`config.mk`:
```
export PLATFORM = sky130hd
export DESIGN_NAME = hs32_ahb_sram
export DESIGN_NICKNAME = d
export VERILOG_FILES = /design/src/rtl/hs32_ahb_sram_pkg.sv /design/src/rtl/hs32_ahb_sram.sv
export SDC_FILE = /design/constraint.sdc
export NUM_CORES = 1
export LEC_CHECK = 0
export ABC_AREA = 0
export ABC_CLOCK_PERIOD_IN_PS = 7800
export BUFFER_PORTS_ARGS = -buffer_cell sky130_fd_sc_hd__buf_2
export CAP_MARGIN = 20
export CORE_MARGIN = 2
export CORE_UTILIZATION = 45
export CTS_CLUSTER_SIZE = 20
export DETAILED_ROUTE_END_ITERATION = 16
export PLACE_DENSITY = 0.85
export SLEW_MARGIN = 20
export SYNTH_ARGS = -nofsm -noshare
export SYNTH_HDL_FRONTEND = slang
export SYNTH_SLANG_ARGS = --single-unit
```
`constraint.sdc`:
```
create_clock -name clk -period 7.8 [get_ports clk]
set_input_delay 2.34 -clock clk [delete_from_list [all_inputs] [get_ports clk]]
set_output_delay 2.34 -clock clk [all_outputs]
set_load 0.05 [all_outputs]
```
`src/rtl/hs32_ahb_sram_pkg.sv`:
```
// Shared types for the HS32 AHB-lite SRAM bridge: bus constants, FSM states, strobe decode.
package hs32_ahb_sram_pkg;

    localparam logic [1:0] HTRANS_IDLE   = 2'b00;
    localparam logic [1:0] HTRANS_NONSEQ = 2'b10;
    localparam logic       HRESP_OKAY    = 1'b0;
    localparam logic       HRESP_ERROR   = 1'b1;

    localparam int unsigned WCNT_W = 4;

    typedef enum logic [2:0] {
        ST_IDLE,
        ST_DATA,
        ST_RAW,
        ST_ERR1,
        ST_ERR2
    } state_e;

    // Attributes of an accepted transfer that live on into its data phase
    typedef struct packed {
        logic       write;
        logic [3:0] strb;
    } xfer_attr_t;

    // Little-endian byte lane strobes for a transfer of the given size
    function automatic logic [3:0] byte_strobe(input logic [2:0] size, input logic [1:0] addr_lo);
        logic [3:0] strb;
        case (size)
            3'd0:    strb = 4'(4'b0001 << addr_lo);
            3'd1:    strb = 4'(4'b0011 << addr_lo);
            3'd2:    strb = 4'hF;
            default: strb = 4'h0;
        endcase
        return strb;
    endfunction

endpackage

```
`src/rtl/hs32_ahb_sram.sv`:
```
// AHB-lite slave bridging the HS32 data bus onto one single-port synchronous SRAM.
module hs32_ahb_sram
    import hs32_ahb_sram_pkg::*;
#(
    parameter int unsigned ADDR_W = 10,
    parameter logic [31:0] BASE   = 32'h0,
    parameter int unsigned WAIT   = 0
) (
    input  logic              clk,
    input  logic              reset,
    input  logic              HSEL_i,
    input  logic [31:0]       HADDR_i,
    input  logic              HWRITE_i,
    input  logic [2:0]        HSIZE_i,
    input  logic [1:0]        HTRANS_i,
    input  logic [31:0]       HWDATA_i,
    input  logic              HREADY_i,
    output logic              HREADYOUT_o,
    output logic              HRESP_o,
    output logic [31:0]       HRDATA_o,
    output logic              mem_en_o,
    output logic [3:0]        mem_we_o,
    output logic [ADDR_W-1:0] mem_addr_o,
    output logic [31:0]       mem_wdata_o,
    input  logic [31:0]       mem_rdata_i
);

    localparam int unsigned       OFF_W     = ADDR_W + 2;
    localparam logic [32:0]       WIN_BYTES = 33'(4) << ADDR_W;
    localparam logic [WCNT_W-1:0] WAIT_CNT  = WCNT_W'(WAIT);

    state_e              state_q, state_d;
    logic [WCNT_W-1:0]   cnt_q, cnt_d;
    logic [ADDR_W-1:0]   waddr_q, waddr_d;
    xfer_attr_t          attr_q, attr_d;
    logic                rd_vld_q, rd_vld_d;
    logic [31:0]         rdata_q, rdata_d;

    logic [31:0]         offset_c;
    logic                illegal_c;
    logic                complete_c;
    logic                commit_c;
    logic                accept_c;
    logic                rd_now_c;
    logic                raw_c;

    // Address-phase decode and data-phase status
    always_comb begin
        offset_c   = HADDR_i - BASE;
        illegal_c  = (HSIZE_i > 3'd2)
                   | ((HSIZE_i == 3'd2) & (HADDR_i[1:0] != 2'b00))
                   | ((HSIZE_i == 3'd1) & HADDR_i[0])
                   | ({1'b0, offset_c} >= WIN_BYTES);
        complete_c = (state_q == ST_IDLE) | (state_q == ST_ERR2)
                   | ((state_q == ST_DATA) & (cnt_q == '0));
        commit_c   = (state_q == ST_DATA) & (cnt_q == '0) & attr_q.write;
        accept_c   = complete_c & HSEL_i & HTRANS_i[1] & HREADY_i;
        rd_now_c   = accept_c & ~illegal_c & ~HWRITE_i & ~commit_c;
        raw_c      = (state_q == ST_RAW);
    end

    // SRAM port: write commit, deferred read, or read issued at accept (mutually exclusive)
    always_comb begin
        mem_en_o    = 1'b0;
        mem_we_o    = 4'h0;
        mem_addr_o  = '0;
        mem_wdata_o = '0;
        if (!reset) begin
            if (commit_c) begin
                mem_en_o    = 1'b1;
                mem_we_o    = attr_q.strb;
                mem_addr_o  = waddr_q;
                mem_wdata_o = HWDATA_i;
            end else if (raw_c) begin
                mem_en_o    = 1'b1;
                mem_addr_o  = waddr_q;
            end else if (rd_now_c) begin
                mem_en_o    = 1'b1;
                mem_addr_o  = offset_c[OFF_W-1:2];
            end
        end
    end

    // Bus response: ready/error from state, read data straight from SRAM right after a strobe
    always_comb begin
        HREADYOUT_o = reset | complete_c;
        HRESP_o     = (~reset & ((state_q == ST_ERR1) | (state_q == ST_ERR2))) ? HRESP_ERROR : HRESP_OKAY;
        HRDATA_o    = reset ? 32'h0 : (rd_vld_q ? mem_rdata_i : rdata_q);
    end

    // Next-state logic: data-phase sequencing, then any new accept overrides
    always_comb begin
        state_d  = state_q;
        cnt_d    = cnt_q;
        waddr_d  = waddr_q;
        attr_d   = attr_q;
        rd_vld_d = raw_c | rd_now_c;
        rdata_d  = rd_vld_q ? mem_rdata_i : rdata_q;

        case (state_q)
            ST_DATA: begin
                if (cnt_q != '0) cnt_d   = cnt_q - WCNT_W'(1);
                else             state_d = ST_IDLE;
            end
            ST_RAW: begin
                state_d = ST_DATA;
                cnt_d   = WAIT_CNT;
            end
            ST_ERR1: state_d = ST_ERR2;
            ST_ERR2: state_d = ST_IDLE;
            default: state_d = ST_IDLE;
        endcase

        if (accept_c) begin
            waddr_d = offset_c[OFF_W-1:2];
            attr_d  = '{write: HWRITE_i, strb: byte_strobe(HSIZE_i, HADDR_i[1:0])};
            if (illegal_c) begin
                state_d = ST_ERR1;
            end else if (!HWRITE_i && commit_c) begin
                state_d = ST_RAW;
            end else begin
                state_d = ST_DATA;
                cnt_d   = WAIT_CNT;
            end
        end
    end

    // State and data registers with synchronous reset
    always_ff @(posedge clk) begin
        if (reset) begin
            state_q  <= ST_IDLE;
            cnt_q    <= '0;
            waddr_q  <= '0;
            attr_q   <= '0;
            rd_vld_q <= 1'b0;
            rdata_q  <= '0;
        end else begin
            state_q  <= state_d;
            cnt_q    <= cnt_d;
            waddr_q  <= waddr_d;
            attr_q   <= attr_d;
            rd_vld_q <= rd_vld_d;
            rdata_q  <= rdata_d;
        end
    end

endmodule

```
==> results_dict.tcl <==
set metrics [dict create \
    die-area_um2 6860 \
    reg2reg_slack_ps 5440 \
    ys_seq_elements 55 \
    final_common_cell "buf_2" \
    cts.sinks 55 \
    clk_path_buf_depth 2 \
    viasPerCell 5.21 \
    drc 0 \
    first_global_vias 2730 \
    pin_count 187 \
    synth_top_area_cell "dfxtp_1" \
    p_leak_nw 1.97 \
    r2r_cells 6 \
    drtIter0Drc 164 \
    routed_wl_mm 7.78 \
    num-fill-cells 547 \
    start_util_pct 46.9 \
    status "finished clean" \
    num_vias 2900 \
    synth.distinct_cells 49 \
    synth_top_area_share_pct 39.4 \
    crit_family "simple AND/OR/NAND/NOR gates" \
    antenna_left 0 \
    synth_edf_count 0 \
    routabilityCongestion 0.856 \
    grt_max_degree 58 \
    crit_slowest_cell "nor4_1" \
    die_h_um 82.8 \
    holdBufCountCts 0 \
    whs_endpoint "attr_q[2]" \
    timing.hold.ws_ps 474 \
    maxCapViolations 0 \
    hold_depth 2 \
    required_ps 5460 \
    n_antenna_cell 0 \
    power.total_w 0.000550 \
    routedWlPerCell_um 14.0 \
    grtUsageTotal_pct 21.7 \
    syn_avg_cell_area_um2 8.96 \
    layout-drive-gt1-share_pct 43.2 \
    drt-pass1-iter-count 4 \
    clk_pin_slew_ps 90 \
    crit_buf_inv 2 \
    rows 28 \
    die_w_um 82.8 \
    design_area_um2 3850 \
    crit_top_cell "buf_2" \
    worst_r2r_endpoint "cnt_q[0]" \
    rsz0062_at_grt "no" \
    numPortBuffers 185 \
    worstHoldPathType "flop to flop" \
    synthTopCellsByArea "dfxtp_1 (39%), mux2i_1 (16%), and3_1 (8.1%), nor2_1 (7.5%), a22o_1 (3.1%)" \
    antenna_found_initial 0 \
    core_um2 5960 \
    final_cell_mix "buf_2 (185), nor2_1 (56), dfxtp_1 (54)" \
    clock_skew_ps 7.63 \
    synth-seq-area-share_pct 39.4 \
    ir_drop_uv 140 \
    setup_viol 0 \
    syn_nets 419 \
    final.setup.tns_ps 0 \
    p_per_area_nw_per_um2 143 \
    cts_tree "built" \
    cpPeakStageDelay_ps 510 \
    dpl_cell_area_um2 3740 \
    numCtsBuffers 5 \
    final-max-slew-violation-count 0 \
    synth.cell_area_um2 2800 \
    area_growth_pct 37.9 \
    hold_viol 0 \
    ys_warn_count 0 \
    grt_overflow 0 \
    crit_chain "buf_2, nor4_1, nand4b_1, nor4_4, a22o_1, buf_2" \
    async_flop_share_pct 0 \
    cp.arrival_ps 4240 \
    netlist_instances 312 \
    ys.flop_type "dfxtp_1" \
    endpoint_kind "output port" \
    r2r-start "cnt_q[0]" \
    finalNetCount 588 \
    hp-start "attr_q[2]" \
    htreeDepth 2 \
    fin_crit_ps 6580 \
    cts_resized 0 \
    final.period_utilization_pct 84.3 \
    start_kind "primary input" \
    cts_root_buf "clkbuf_8" \
    relSlewSlack_pct 37.2 \
    path_class "primary input to output port" \
    hpwl_mm 5.89 \
    insertion_delay_ps 300 \
    max_freq_mhz 152 \
    cts_setup_buffers 0 \
    cp_max_fo 10 \
    worst_pin_slew_ps 942 \
    grt_pass1_wl_mm 12.8 \
]
-- synth_stat cells (3+ instances only) --
library cell / n
a32o_1: 3
nor2_1: 56
mux2i_1: 44
a211oi_1: 5
clkbuf_1: 17
o21ai_0: 5
buf_1: 5
nor2b_1: 3
nand3b_1: 3
nand2_1: 4
and3_1: 36
a21oi_1: 10
o211ai_1: 4
nand3_1: 3
inv_1: 4
nor3_1: 4
nor4_1: 6
dfxtp_1: 55
a22o_1: 10
-- worst reg2reg max path, delay by kind of cell (launching register included) --
| kind | cells | cell delay (ps) |
|---|---|---|
| simple gates | 2 | 1130 |
| compound gates | 2 | 530 |
| fa+ha+maj | 1 | 210 |
| flops | 1 | 350 |
| buf+inv | 1 | 60 |
-- worst max path at each step --
| stage | startpoint | end | slack, ps | depth (start not counted) |
|---|---|---|---|---|
| floorplan | HADDR_i[15] | mem_addr_o[0] | 1660 | 4 |
| finish | HADDR_i[15] | mem_addr_o[9] | 1220 | 6 |
| global placement | HADDR_i[15] | mem_addr_o[9] | 1340 | 6 |
| detailed placement | HADDR_i[15] | mem_addr_o[4] | 1290 | 6 |
| global route | HADDR_i[15] | mem_addr_o[9] | 1110 | 6 |
| CTS | HADDR_i[15] | mem_addr_o[9] | 1250 | 6 |
-- registers in the layout, summed over array words and instances, names as in the netlist --
signal	cells
rdata_q	32
waddr_q	10
attr_q	5
cnt_q	4
state_q	3
rd_vld_q	1
-- metal layers --
metal	up-vias	GRT usage [%]	share of wire (%)
li1	1467	-	-
met1	1341	26.2	41
met2	86	39.3	52
met3	6	5.37	6.4
met4	0	3.73	0.67
met5	-	0	0
-- where the power goes --
group	internal (W)	switching [W]	total, W	leakage (nW)
Clock	0.0000972	0.0000932	0.000190	0.0558
Combinational	0.0000316	0.0000375	0.0000691	1.47
Sequential	0.000286	0.00000529	0.000291	0.445
-- layout make-up --
cell class	count	area, um^2	share of cell area (%)
multi-input cells	227	1580	41.0
flip-flops and latches	55	1100	28.6
repair buffers	188	952	24.7
well taps	75	93.8	2.44
clock buffers	6	72.6	1.88
clock inverters	2	38.8	1.01
inverters	4	15.0	0.390
-- metrics by stage --
stage | std cells | utilization, % | setup slack (ps)
floorplan | 312 | - | 1660
global placement | 548 | 62.5 | 1340
detailed placement | 549 | 62.8 | 1290
CTS | 557 | 64.7 | 1250
global route | 557 | 64.7 | 1110
finish | 557 | 64.7 | 1220
-- cell families after synthesis --
kind of cell,Yosys count,synth area share (%)
simple gates,134,26.9
mux,44,15.8
buf+inv,30,4.52
fa+ha+maj,1,0.448
flops,55,39.4
compound gates,48,13.0
(Power assumes the default switching activity.)
